File: src/rtl/fifo_nibble_packer.sv
// Read-domain consumer of a 4-bit FIFO: packs NIBBLES nibbles (first read in the LSBs) into one
// word on a valid/ready output. Optional out_parity port when PACKER_PARITY_EN is defined.
module fifo_nibble_packer #(
  parameter  int NIBBLES = 2,
  localparam int W       = 4 * NIBBLES,
  localparam int CW      = $clog2(NIBBLES + 1)
) (
  input  logic         rd_clk,
  input  logic         rd_rst,
  input  logic         fifo_empty,
  input  logic [3:0]   fifo_data,
  output logic         fifo_rd_en,
  output logic [W-1:0] out_word,
  output logic         out_valid,
  input  logic         out_ready,
  output logic         busy
`ifdef PACKER_PARITY_EN
  ,
  output logic         out_parity
`endif
);

  typedef enum logic [0:0] {FILL = 1'b0, HOLD = 1'b1} state_t;

  localparam logic [CW-1:0] NIB_CNT  = CW'(NIBBLES);
  localparam logic [CW:0]   NIB_WIDE = (CW + 1)'(NIBBLES);

  state_t         state, state_d;
  logic [CW-1:0]  cnt, cnt_d;
  logic           pend, pend_d;
  logic [W-1:0]   asm_word, asm_d;
  logic [W-1:0]   word_d;
  logic           valid_d;
  logic           rd_en;
  logic [CW:0]    inflight;

  // cnt + pend never exceeds NIBBLES, so the extra bit only keeps the compare honest.
  assign inflight = {1'b0, cnt} + {{CW{1'b0}}, pend};

  always_comb begin
    // NOTE: every signal written here gets a default first so no path leaves it unassigned,
    // which would otherwise infer a latch.
    state_d = state;
    cnt_d   = cnt;
    asm_d   = asm_word;
    word_d  = out_word;
    valid_d = out_valid & ~out_ready;
    rd_en   = 1'b0;

    case (state)
      FILL: begin
        rd_en = ~fifo_empty & (inflight < NIB_WIDE);
        if (pend) begin
          for (int i = 0; i < NIBBLES; i++) begin
            if (cnt == CW'(i)) asm_d[4*i +: 4] = fifo_data;
          end
          cnt_d = cnt + CW'(1);
          if (cnt_d == NIB_CNT) state_d = HOLD;
        end
      end
      HOLD: begin
        // The output register is free (empty, or emptying on this edge): hand the word over.
        if (!out_valid || out_ready) begin
          word_d  = asm_word;
          valid_d = 1'b1;
          cnt_d   = '0;
          asm_d   = '0;
          state_d = FILL;
        end
      end
      default: state_d = FILL;
    endcase
  end

  // NOTE: the read strobe goes straight to the FIFO, so it is forced low while reset is held
  // rather than trusting the reset values of the registers it is decoded from.
  assign fifo_rd_en = rd_en & rd_rst;
  assign pend_d     = fifo_rd_en & ~fifo_empty;

  always_ff @(posedge rd_clk or negedge rd_rst) begin
    if (!rd_rst) state <= FILL;
    else         state <= state_d;
  end

  // NOTE: sequential state uses non-blocking assignments so every register samples pre-edge values.
  always_ff @(posedge rd_clk or negedge rd_rst) begin
    if (!rd_rst) begin
      cnt       <= '0;
      pend      <= 1'b0;
      asm_word  <= '0;
      out_word  <= '0;
      out_valid <= 1'b0;
    end else begin
      cnt       <= cnt_d;
      pend      <= pend_d;
      asm_word  <= asm_d;
      out_word  <= word_d;
      out_valid <= valid_d;
    end
  end

`ifdef PACKER_PARITY_EN
  // Parity travels with out_word: loaded on the same edge, held under the same rules.
  always_ff @(posedge rd_clk or negedge rd_rst) begin
    if (!rd_rst)                                   out_parity <= 1'b0;
    else if (state == HOLD && (!out_valid || out_ready)) out_parity <= ^asm_word;
  end
`endif

  assign busy = (cnt != '0) | pend | (state == HOLD);

endmodule

File: config.mk
export PLATFORM = sky130hd
export DESIGN_NAME = fifo_nibble_packer
export DESIGN_NICKNAME = d
export VERILOG_FILES = /design/src/rtl/fifo_nibble_packer.sv
export SDC_FILE = /design/constraint.sdc
export NUM_CORES = 1
export LEC_CHECK = 0
export ABC_AREA = 1
export BUFFER_PORTS_ARGS = -buffer_cell sky130_fd_sc_hd__buf_2
export CAP_MARGIN = 20
export CORE_MARGIN = 4
export CORE_UTILIZATION = 47
export CTS_CLUSTER_SIZE = 16
export DETAILED_ROUTE_END_ITERATION = 10
export PLACE_DENSITY = 0.73
export SKIP_LAST_GASP = 1
export SYNTH_ARGS = -nofsm -noshare
export SYNTH_HDL_FRONTEND = slang
export SYNTH_SLANG_ARGS = --single-unit
File: constraint.sdc
create_clock -name rd_clk -period 1.06 [get_ports rd_clk]
set_input_delay 0.265 -clock rd_clk [delete_from_list [all_inputs] [get_ports rd_clk]]
set_output_delay 0.265 -clock rd_clk [all_outputs]
set_load 0.01 [all_outputs]
==> run metrics, run 1 <==
Reg2Reg Setup Slack=-0.22 ns; Yosys top cell by area=dfrtp_1; post-DP HPWL=1.35 mm; Worst Tran Pin Value=0.261 ns; min cycle time layout=1.43 ns; final setup margin=-0.368 ns; Max stage delay cell, worst path=dfrtp_1; Mapped Nets=116; io pins=19; clock buffer depth=2; top cells by count, synth=46 x nand2_1, 21 x dfrtp_1, 19 x nand3_1; Synth area leaders=dfrtp_1 55%, nand2_1 18%, nand3_1 10%; RSZ-0062 raised after global routing=yes; crit path cell chain=inv_2, ha_4, nand3_2, buf_6; drt via density=4.90; critical path arrival=1.16 ns; WHS Endpoint=pend$_DFF_PN0_; launching point of the worst reg2reg path=cnt[0]$_DFFE_PN0P_; final wirelength=2.08 mm; root buf cell=clkbuf_4; CP startpoint=cnt[1]$_DFFE_PN0P_; violated checks=negative setup slack; vias in the first global route=800; skew final=0.00108 ns; DIE HEIGHT=53.0 um; initial antenna violation count=0; leakage=0.000744 uW; layout cells sized above 1=41.0%; CP max FO=3; CTS tree=done; Hold Crit Start=fifo_empty; Die Wd=53.0 um; top cell type's share of synthesized area=55.2%; initial core utilization=49.0%; YS warnings=0; CTS Sinks=21; Final ANT Viol Nets=0; Required @ worst endpoint=0.79 ns; register area share after synthesis=55.2%; run status=finished with violations; IO buf count=18; Post-synth ARST share=100%; critical path's largest stage delay=0.41 ns; largest net degree at the start of global routing=22; Util after Layout=68.4%; Syn Std Cell Area=952 sq um; first-pass GRT wire length=3.29 mm; detailed-route DRC error count=0; top-count cell post-synth=nand2_1; WHS Path Cells=2; Max transition margin=82.6%; Avg Inst Size Synth=9.07 sq um; Skew-Pair Late Insertion Delay=0.30 ns; flops & latches, synth=21; RR Endpoint=asm_word[3]$_DFFE_PN0P_; Worst Hold Class=input port to flop; Post-Syn Instances=105; Reg2Reg Depth=8; drt first pass iters=4; total power=3230 uW; total number of vias=838; GRT overflow=0; Post-synth EDFFs=0; CTS Buf Count=3; Max Slew Vio Count=0; WS Path Type=flop to output pin; crit share post-route=135%; RePlAce Congestion=0.793; Max-Cap Viols=0; Final Setup Violations=21; Startpoint Class=flop; Worst setup EP type=output pin; Max H-tree Level=1; DP Worst Slack=-0.154 ns; # rows=16; GRT Overall Usage=16.2%; Hold Violations, Final=0; Layout Nets=156; clock slew at the register clock pins of the worst setup and hold paths=0.11 ns; DIE AREA=0.00281 sq mm; area delta synth->final=39.6%; drt wl/cell=12.1 um; ANT cells=0; Primary FF master, synth=dfrtp_1; P per Cell Area=2430 mW/mm^2; Placeable Area=0.00194 sq mm; Distinct cells, synth=11; FMAX=0.700 GHz; VDD IR max=1.37 mV; Initial DRC Count=17
## stage by stage
stage	cells	hold WS [ns]	setup TNS (ns)	area, sq um
floorplan	105	-0.0306	-0.00393	976
global route	171	0.153	-3.41	1330
global placement	153	0.287	-0.126	1110
CTS	166	0.147	-1.89	1240
finish	171	0.153	-2.38	1330
detailed placement	153	0.289	-0.502	1110
## where the power goes
| group | leakage, uW | internal (uW) | switching (uW) |
|---|---|---|---|
| registers | 0.000276 | 1120 | 187 |
| logic | 0.000450 | 768 | 773 |
| clock network | 0.0000177 | 141 | 239 |
## metal layers
metal | global-route usage [%] | up-vias | part of all wire [%]
li1 | - | 413 | -
met4 | 5.96 | 0 | 1.2
met1 | 18.1 | 401 | 41
met5 | 0 | - | 0
met3 | 3.38 | 4 | 4.5
met2 | 30.0 | 20 | 53
## cell type report
type | instances | area (sq um)
Clock buffer | 3 | 22.5
Clock inverter | 1 | 5.00
Fill cell | 176 | 613
Inverter | 8 | 37.5
Multi-Input combinational cell | 74 | 459
Sequential cell | 21 | 526
Tap cell | 27 | 33.8
Timing Repair Buffer | 37 | 245
## critical path: cells and delay by family (launching register included)
| kind | cells | cell delay, ns |
|---|---|---|
| adders and majority gates | 1 | 0.15 |
| buffers and inverters | 2 | 0.24 |
| DFF | 1 | 0.41 |
| and+or+nand+nor | 1 | 0.06 |
## state kept, by name, summed over array words and instances, names as in the netlist
| register | flops |
|---|---|
| asm_word | 8 |
| out_word | 8 |
| cnt | 2 |
| out_valid | 1 |
| pend | 1 |
| state | 1 |
## repair_timing
item	in CTS	in global routing
endpoints found under the hold margin	21	0
hold buffers	1	0
resized for setup	8	10
setup endpoints to repair	21	29
buffers inserted	8	5
pin swaps	4	3
## cells by family after synthesis
group,synth area share (%)
flops,55.2
simple gates,35.2
fa+ha+maj,3.94
buf+inv,5.65
## worst max-delay path by stage
stage	endpoint	depth (start not counted)	slack (ns)
finish	busy	4	-0.37
global route	fifo_rd_en	4	-0.43
CTS	busy	4	-0.37
detailed placement	busy	4	-0.15
global placement	busy	4	-0.1
floorplan	fifo_rd_en	3	-0.004
## cell usage in the layout (no fill, tap or decap), drive strengths merged
cell	n
nand2	48
buf	36
dfrtp	21
nand3	21
inv	8
clkbuf	3
ha	3
nor3	2
clkinv	1
dlygate4sd3	1
No activity file was read; power rests on OpenSTA's default activity.
==> inputs of run 2 (changes only) <==
--- a/config.mk
+++ b/config.mk
@@ -12,7 +12,8 @@
 export CORE_UTILIZATION = 47
 export CTS_CLUSTER_SIZE = 16
 export DETAILED_ROUTE_END_ITERATION = 10
-export PLACE_DENSITY = 0.73
+export GPL_TIMING_DRIVEN = 1
+export PLACE_DENSITY = 0.85
 export SKIP_LAST_GASP = 1
 export SYNTH_ARGS = -nofsm -noshare
 export SYNTH_HDL_FRONTEND = slang
==> run 2 against run 1 <==
Against the previous run: the flow still finishes with violations (negative setup slack); flip-flop and latch count unchanged; critical path type unchanged; largest power group unchanged; sequential share of layout area is 2.8 points lower; cell area is 7.7% higher; largest cell class unchanged.
==> run metrics, run 2 (synthesis results as in run 1) <==
clock slew at the register clock pins of the worst setup and hold paths=0.11 ns; initial core utilization=49.0%; CP startpoint=state$_DFF_PN0_; Max Slew Vio Count=0; GRT overflow=0; detailed-route DRC error count=0; ANT cells=0; IO buf count=18; CTS Sinks=21; post-DP HPWL=1.43 mm; DIE HEIGHT=53.0 um; violated checks=negative setup slack; area delta synth->final=50.3%; Hold Crit Start=fifo_empty; final setup margin=-0.420 ns; critical path's largest stage delay=0.43 ns; RePlAce Congestion=0.747; grt met1 use=21.1%; P per Cell Area=2420 mW/mm^2; crit path buf inv count=2; Max stage delay cell, worst path=dfrtp_1; run status=finished with violations; Startpoint Class=flop; Max-Cap Viols=0; crit share post-route=140%; Max H-tree Level=1; leakage=0.000781 uW; Layout Nets=162; first-pass GRT wire length=3.62 mm; Hold Violations, Final=0; CTS tree=done; total number of vias=881; Skew-Pair Late Insertion Delay=0.31 ns; initial antenna violation count=0; Die Wd=53.0 um; GRT Overall Usage=18.9%; grt met3 use=2.54%; drt via density=4.98; crit path cell chain=inv_4, nand2_4, nor3_4, buf_2; FMAX=0.676 GHz; root buf cell=clkbuf_4; Layout fillers=131; CTS Buf Count=3; GRT busiest layer=met2; clock buffer depth=2; skew final=0.00307 ns; met2 Track Usage GR=31.4%; Final ANT Viol Nets=0; Final Setup Violations=19; largest net degree at the start of global routing=22; min cycle time layout=1.48 ns; most frequent cells in the layout=37 x nand2_1, 21 x dfrtp_1, 18 x buf_4; Util after Layout=73.7%; Required @ worst endpoint=0.79 ns; layout cells sized above 1=48.7%; critical path arrival=1.22 ns; top cell family by delay on the critical path=flip-flops; Worst Hold Class=input port to flop; drt wl/cell=14.0 um; Initial DRC Count=9; Max transition margin=81.5%; launching point of the worst reg2reg path=cnt[0]$_DFFE_PN0P_; DP Worst Slack=-0.153 ns; # rows=16; Placeable Area=0.00194 sq mm; commonest non-fill, non-tap cell in the layout=nand2_1; io pins=19; VDD IR max=1.67 mV; Worst Tran Pin Value=0.278 ns; vias in the first global route=839; RSZ-0062 raised after global routing=yes; Worst setup EP type=output pin; Largest regs=asm_word (8), out_word (8), cnt (2); CP max FO=2; drt first pass iters=4; final wirelength=2.47 mm; WS Path Type=flop to output pin; DIE AREA=0.00281 sq mm
run 2: cell types whose count changed in the layout (fill, tap and decap cells not counted), sizes merged:
| cell | previous run | this run |
|---|---|---|
| inv | 8 | 7 |
| buf | 36 | 41 |
| nand2 | 48 | 49 |
| clkbuf | 3 | 4 |
run 2: stage by stage:
stage	hold WS, ns	TNS (ns)	instance area (sq um)	std cells	power, uW
finish	0.164	-2.18	1430	177	3460
global route	0.143	-3.37	1430	177	3730
detailed placement	0.303	-0.763	1130	155	2400
global placement	0.290	-0.377	1130	155	2320
CTS	0.146	-1.41	1320	170	3190
floorplan	-0.0306	-0.00393	976	105	1990
run 2: per-layer routing:
metal	wire, um	part of all wire, %
met3	90	3.6
met4	112	4.5
met1	952	39
met2	1320	53
met5	0	0
run 2: area by class of cell:
class	instances	area, sq um	area share (%)
tap	27	33.8	2.36
inverter	8	40.0	2.80
sequential	21	526	36.7
timing repair buffer	42	298	20.8
multi-input combinational	75	508	35.5
clock buffer	4	26.3	1.84
run 2: where the power goes:
| group | switching [uW] | total, uW | internal, uW |
|---|---|---|---|
| logic | 852 | 1760 | 904 |
| clock network | 244 | 391 | 147 |
| registers | 201 | 1320 | 1120 |
run 2: path summary, 6_finish.rpt:
check	endpoint	slack, ns	depth (start not counted)
setup / recovery	fifo_rd_en	-0.42	4
hold / removal	pend$_DFF_PN0_	0.16	2
setup reg to reg	asm_word[0]$_DFFE_PN0P_	-0.16	8
hold reg to reg	out_word[2]$_DFFE_PN0P_	0.50	2
max in group asynchronous	out_valid$_DFF_PN0_	0.30	3
min in group asynchronous	out_word[3]$_DFFE_PN0P_	0.54	3
run 2: repair_timing:
item	4_1_cts	5_1_grt
hold buffers	1	0
setup endpoints to repair	21	29
gates cloned	0	1
pin swaps	6	10
hold endpoints to repair	21	0
buffers inserted	10	7
gates resized for setup	19	13
